$ cat src/rtl/index_sequencer.sv
// Purpose : 3-bit index sequencer (mod 8, up/down) that auto-advances on a prescaler tick while running, or steps on a button edge while stopped.
// Latency : idx/adv/wrap update 1 clk after a tick; step_btn rising edge reaches idx after 3 clks (2-flop sync + edge register).
// Backpres: none; step edges seen while running are dropped, never queued.
//
// Ports:
//   i_clk       system clock, rising edge
//   i_rst_n     asynchronous active-low reset
//   i_run       1 = auto-advance on prescaler tick, 0 = stopped (manual stepping)
//   i_dir       0 = increment, 1 = decrement (sampled in the advancing cycle)
//   i_step_btn  asynchronous push-button
//   o_idx       registered current index (drives 3-to-8 decoder)
//   o_adv       one-clock pulse in the cycle o_idx first shows a new value
//   o_wrap      one-clock pulse with o_adv on 7->0 (inc) or 0->7 (dec)
module index_sequencer #(
    parameter int unsigned DIV_MAX = 49999,
    parameter int unsigned DIV_W   = 16
) (
    input  logic       i_clk,
    input  logic       i_rst_n,
    input  logic       i_run,
    input  logic       i_dir,
    input  logic       i_step_btn,
    output logic [2:0] o_idx,
    output logic       o_adv,
    output logic       o_wrap
);

    typedef enum logic {
        ST_STOP = 1'b0,
        ST_RUN  = 1'b1
    } state_t;

    localparam logic [DIV_W-1:0] C_DIV_MAX = DIV_W'(DIV_MAX);

    state_t           r_state;
    state_t           w_state_nxt;
    logic [DIV_W-1:0] r_presc;
    logic [DIV_W-1:0] w_presc_nxt;
    logic             w_tick;

    logic             r_sync1;
    logic             r_sync2;
    logic             r_prev;
    logic             r_step;
    logic             w_step_edge;
    logic             w_step_adv;

    logic             w_adv;
    logic             w_wrap;
    logic [2:0]       w_idx_nxt;
    logic [2:0]       r_idx;
    logic             r_adv;
    logic             r_wrap;

    // State and prescaler register.
    always_ff @(posedge i_clk or negedge i_rst_n) begin
        if (!i_rst_n) begin
            r_state <= ST_STOP;
            r_presc <= '0;
        end else begin
            r_state <= w_state_nxt;
            r_presc <= w_presc_nxt;
        end
    end

    // Prescaler only counts while staying in RUN; any entry into or exit from
    // RUN leaves it at 0, so a restart always waits a full period. A tick that
    // is already raised in the cycle run drops is still honoured.
    always_comb begin
        w_state_nxt = r_state;
        w_presc_nxt = '0;
        w_tick      = 1'b0;
        case (r_state)
            ST_STOP: begin
                if (i_run) begin
                    w_state_nxt = ST_RUN;
                end
            end
            ST_RUN: begin
                w_tick = (r_presc == C_DIV_MAX);
                if (!i_run) begin
                    w_state_nxt = ST_STOP;
                end else if (!w_tick) begin
                    w_presc_nxt = r_presc + DIV_W'(1);
                end
            end
            default: begin
                w_state_nxt = ST_STOP;
            end
        endcase
    end

    // Button synchronizer, previous-value flop and registered edge pulse.
    always_ff @(posedge i_clk or negedge i_rst_n) begin
        if (!i_rst_n) begin
            r_sync1 <= 1'b0;
            r_sync2 <= 1'b0;
            r_prev  <= 1'b0;
            r_step  <= 1'b0;
        end else begin
            r_sync1 <= i_step_btn;
            r_sync2 <= r_sync1;
            r_prev  <= r_sync2;
            r_step  <= w_step_edge;
        end
    end

    assign w_step_edge = r_sync2 & ~r_prev;

    // A step only counts when fully stopped; otherwise it is simply lost.
    assign w_step_adv = r_step & (r_state == ST_STOP) & ~i_run;

    // Tick only exists in RUN and steps only in STOP, so they never collide.
    assign w_adv     = w_tick | w_step_adv;
    assign w_idx_nxt = i_dir ? (r_idx - 3'd1) : (r_idx + 3'd1);
    assign w_wrap    = i_dir ? (r_idx == 3'd0) : (r_idx == 3'd7);

    always_ff @(posedge i_clk or negedge i_rst_n) begin
        if (!i_rst_n) begin
            r_idx  <= 3'd0;
            r_adv  <= 1'b0;
            r_wrap <= 1'b0;
        end else begin
            r_adv  <= w_adv;
            r_wrap <= w_adv & w_wrap;
            if (w_adv) begin
                r_idx <= w_idx_nxt;
            end
        end
    end

    assign o_idx  = r_idx;
    assign o_adv  = r_adv;
    assign o_wrap = r_wrap;

endmodule

$ cat config.mk
export PLATFORM = sky130hd
export DESIGN_NAME = index_sequencer
export DESIGN_NICKNAME = d
export VERILOG_FILES = /design/src/rtl/index_sequencer.sv
export SDC_FILE = /design/constraint.sdc
export NUM_CORES = 1
export LEC_CHECK = 0
export CORE_MARGIN = 2
export CORE_UTILIZATION = 30
export CTS_CLUSTER_DIAMETER = 60
export DETAILED_ROUTE_END_ITERATION = 10
export PLACE_DENSITY = 0.52
export SYNTH_ARGS = -nofsm -noshare
export SYNTH_HDL_FRONTEND = slang
export SYNTH_SLANG_ARGS = --single-unit
export TNS_END_PERCENT = 20
$ cat constraint.sdc
create_clock -name i_clk -period 2.45 [get_ports i_clk]
set_input_delay 0.49 -clock i_clk [delete_from_list [all_inputs] [get_ports i_clk]]
set_output_delay 0.49 -clock i_clk [all_outputs]
set_load 0.05 [all_outputs]
==> results.md <==
- GPL Wtd Cong: 0.802
- Main combinational cell family by area after synthesis: simple AND/OR/NAND/NOR gates
- Area share of fa/ha/maj cells after synthesis: 0.0276
- CP max stage cell: clkdlybuf4s50_1
- Die X: 66.6 um
- Final hold viol count: 0
- Hold Slack: 367 ps
- Vias in the first global route: 848
- Hold Path Cell Cnt: 0
- Synth area leaders: dfrtp_1 (55%), xnor2_1 (12%), nor2_1 (6.4%), nand4_1 (3.7%), nor4_1 (3.7%)
- Avg Vias per Cell: 4.78
- Placed Area: 0.00132 mm2
- Worst-path clk slew: 90 ps
- Setup Buffers After CTS: 0
- Final setup skew: 1.48 ps
- Synth Net Count: 118
- Post-synth top area share: 0.553
- Sequential fraction of the synthesis area: 0.553
- DR iter-0 viols: 11
- Synth Instances: 111
- Die height: 66.6 um
- Worst path arrival time: 1530 ps
- Count of final setup violators: 0
- Worst path bufs/invs: 1
- Hold buffer count at CTS: 0
- CTS Buf Count: 3
- I/O pin count: 10
- Crit start category: register
- Clk_lat worst skew: 270 ps
- FMAX: 496 MHz
- Max-cap violations: 0
- Crit path required time: 1960 ps
- Core Region: 0.00372 mm2
- Status: completed
- Worst setup EP type: primary output
- Grt ovf: 0
- Top FF cell, synth: dfrtp_1
- Critical path type: reg2out
- HP Start: r_sync1$_DFF_PN0_
- Avg Inst Size Synth: 10.6 um2
- Post-synthesis xor/xnor area fraction: 0.126
- Drt first pass iters: 4
- Largest net degree at the start of global routing: 27
- Most frequent cells after synthesis: dfrtp_1 (26), nor2_1 (20), xnor2_1 (16)
- Final period util: 0.823
- VDD IR-drop max: 0.298 mV
- Yosys reg bits: 26
- Relative slew slack: 0.671
- EDFF count, synth: 0
- Hold Path End: r_sync2$_DFF_PN0_
- Hpwl dp: 1.47 mm
- Synth Area in Compound Gates: 0.00850
- RR Endpoint: r_presc[14]$_DFF_PN0_
- Die area: 0.00444 mm2
- Hold Path Class: reg2reg
- Clock sink count: 26
- Flop2flop setup slack: 440 ps
- Pwr per Cell Area: 780 mW/mm2
- Syn. warnings: 0
- Crit path largest cell delay: 830 ps
- Area Growth Syn to Fin: 18.2%
- Post-synthesis simple-gate area fraction: 0.232
- Minimum clock period: 2020 ps
- IO buf count: 9
- Share of post-route cells with drive strength above 1: 0.0488
- Crit-path cells: clkdlybuf4s50_1
- Clock root buffer: clkbuf_8
- Final #Nets: 131
- Worst reg2reg path startpoint: r_presc[12]$_DFF_PN0_
- First-pass GRT wire length: 3.86 mm
- Static Leak: 0.534 nW
- Kind of cell adding the most delay to the critical path: buffers and inverters
- CP max FO: 5
- Initial cell density of the core: 0.317
- CTS tree: done
- Mux contribution to synthesized area: 0.00850
- ANT cells: 0
- Clk buf depth: 2
- Actual slew at the worst max-slew pin: 492 ps
- Setup TNS: 0 ps
- Netlist cell types: 23
- Synthesized cell area: 0.00118 mm2
- Routed WL: 2.09 mm
- Post_cts resized: 0
- GRT Util Overall: 0.113
- FP Rows: 22
- ANT nets after route: 0
- Async S/R FF share, synth: 1.00
- DRC: 0
- Filler cell count: 384
- Final std cell area, no fill: 0.00139 mm2
- WL per Instance: 12.2 um
- Final Power: 1.09 mW
- Initial antenna violation count: 0
- Vias: 817
- Most frequent cell after synthesis: dfrtp_1
- Post-synth top area cell: dfrtp_1
- RSZ-0062 raised after global routing: false
- Max-slew violation count: 0
- H-tree Lvls: 1
- R2R depth: 4
## cell usage in the layout (no fill, tap or decap)
master	instances
nand3_2	1
nor2b_1	1
o21ai_0	1
mux2i_1	1
nor3b_1	1
nand3_1	5
nand2_1	2
clkdlybuf4s50_1	9
ha_1	1
bufinv_16	1
xnor2_1	16
dfrtp_1	26
buf_4	1
xor2_1	1
nor2_1	20
nand4_1	7
fa_1	1
nand4b_1	1
a21oi_1	1
nor3_1	2
clkbuf_8	3
or4_1	2
inv_1	10
or4b_1	2
nor4_1	7
## routing by layer
metal	wire, um	GRT usage
met3	72	0.0203
met1	1030	0.152
met5	0	0
met4	16	0.0408
met2	966	0.180
## kinds of logic (layout without fill, tap and decap cells)
| family | count (synthesis) | in the layout |
|---|---|---|
| buffers and inverters | 12 | 24 |
| and+or+nand+nor | 51 | 51 |
| DFF | 26 | 26 |
| AOI/OAI and AO/OA | 2 | 2 |
| xor gates and xnor gates | 17 | 17 |
| muxes | 1 | 1 |
| adders and majority gates | 2 | 2 |
## cell type report
class                           count  area (um2)  share of cell area
Tap cell                           48        60.1              0.0432
Multi-Input combinational cell     73         474               0.341
Inverter                           10        37.5              0.0270
Sequential cell                    26         651               0.468
Clock inverter                      1        30.0              0.0216
Clock buffer                        3        41.3              0.0297
Timing Repair Buffer               10        97.6              0.0701
## report_power, final
group | switching (mW) | internal [mW]
Combinational | 0.150 | 0.0873
Sequential | 0.0340 | 0.460
Clock | 0.135 | 0.218
## registers in the layout, indices dropped and copies added (netlist names)
register	count
r_presc	16
o_idx	3
o_adv	1
o_wrap	1
r_prev	1
r_state	1
r_step	1
r_sync1	1
r_sync2	1
## worst max-delay path by stage
stage                          startpoint  cells past startpoint               endpoint
global placement                    i_dir                      6   o_idx[2]$_DFFE_PN0P_
global route         r_presc[7]$_DFF_PN0_                      4  r_presc[14]$_DFF_PN0_
floorplan            r_presc[7]$_DFF_PN0_                      5  r_presc[10]$_DFF_PN0_
CTS                 r_presc[12]$_DFF_PN0_                      4  r_presc[14]$_DFF_PN0_
detailed placement                  i_dir                      6   o_idx[2]$_DFFE_PN0P_
finish               o_idx[0]$_DFFE_PN0P_                      1               o_idx[0]
## metrics by stage
step | util | setup WS [ps] | std cells
finish | 0.374 | 434 | 171
global route | 0.374 | 286 | 171
CTS | 0.374 | 424 | 171
detailed placement | 0.355 | 413 | 167
global placement | 0.355 | 424 | 167
floorplan | - | 562 | 111
Note: power is estimated with default switching activity, not from simulation.
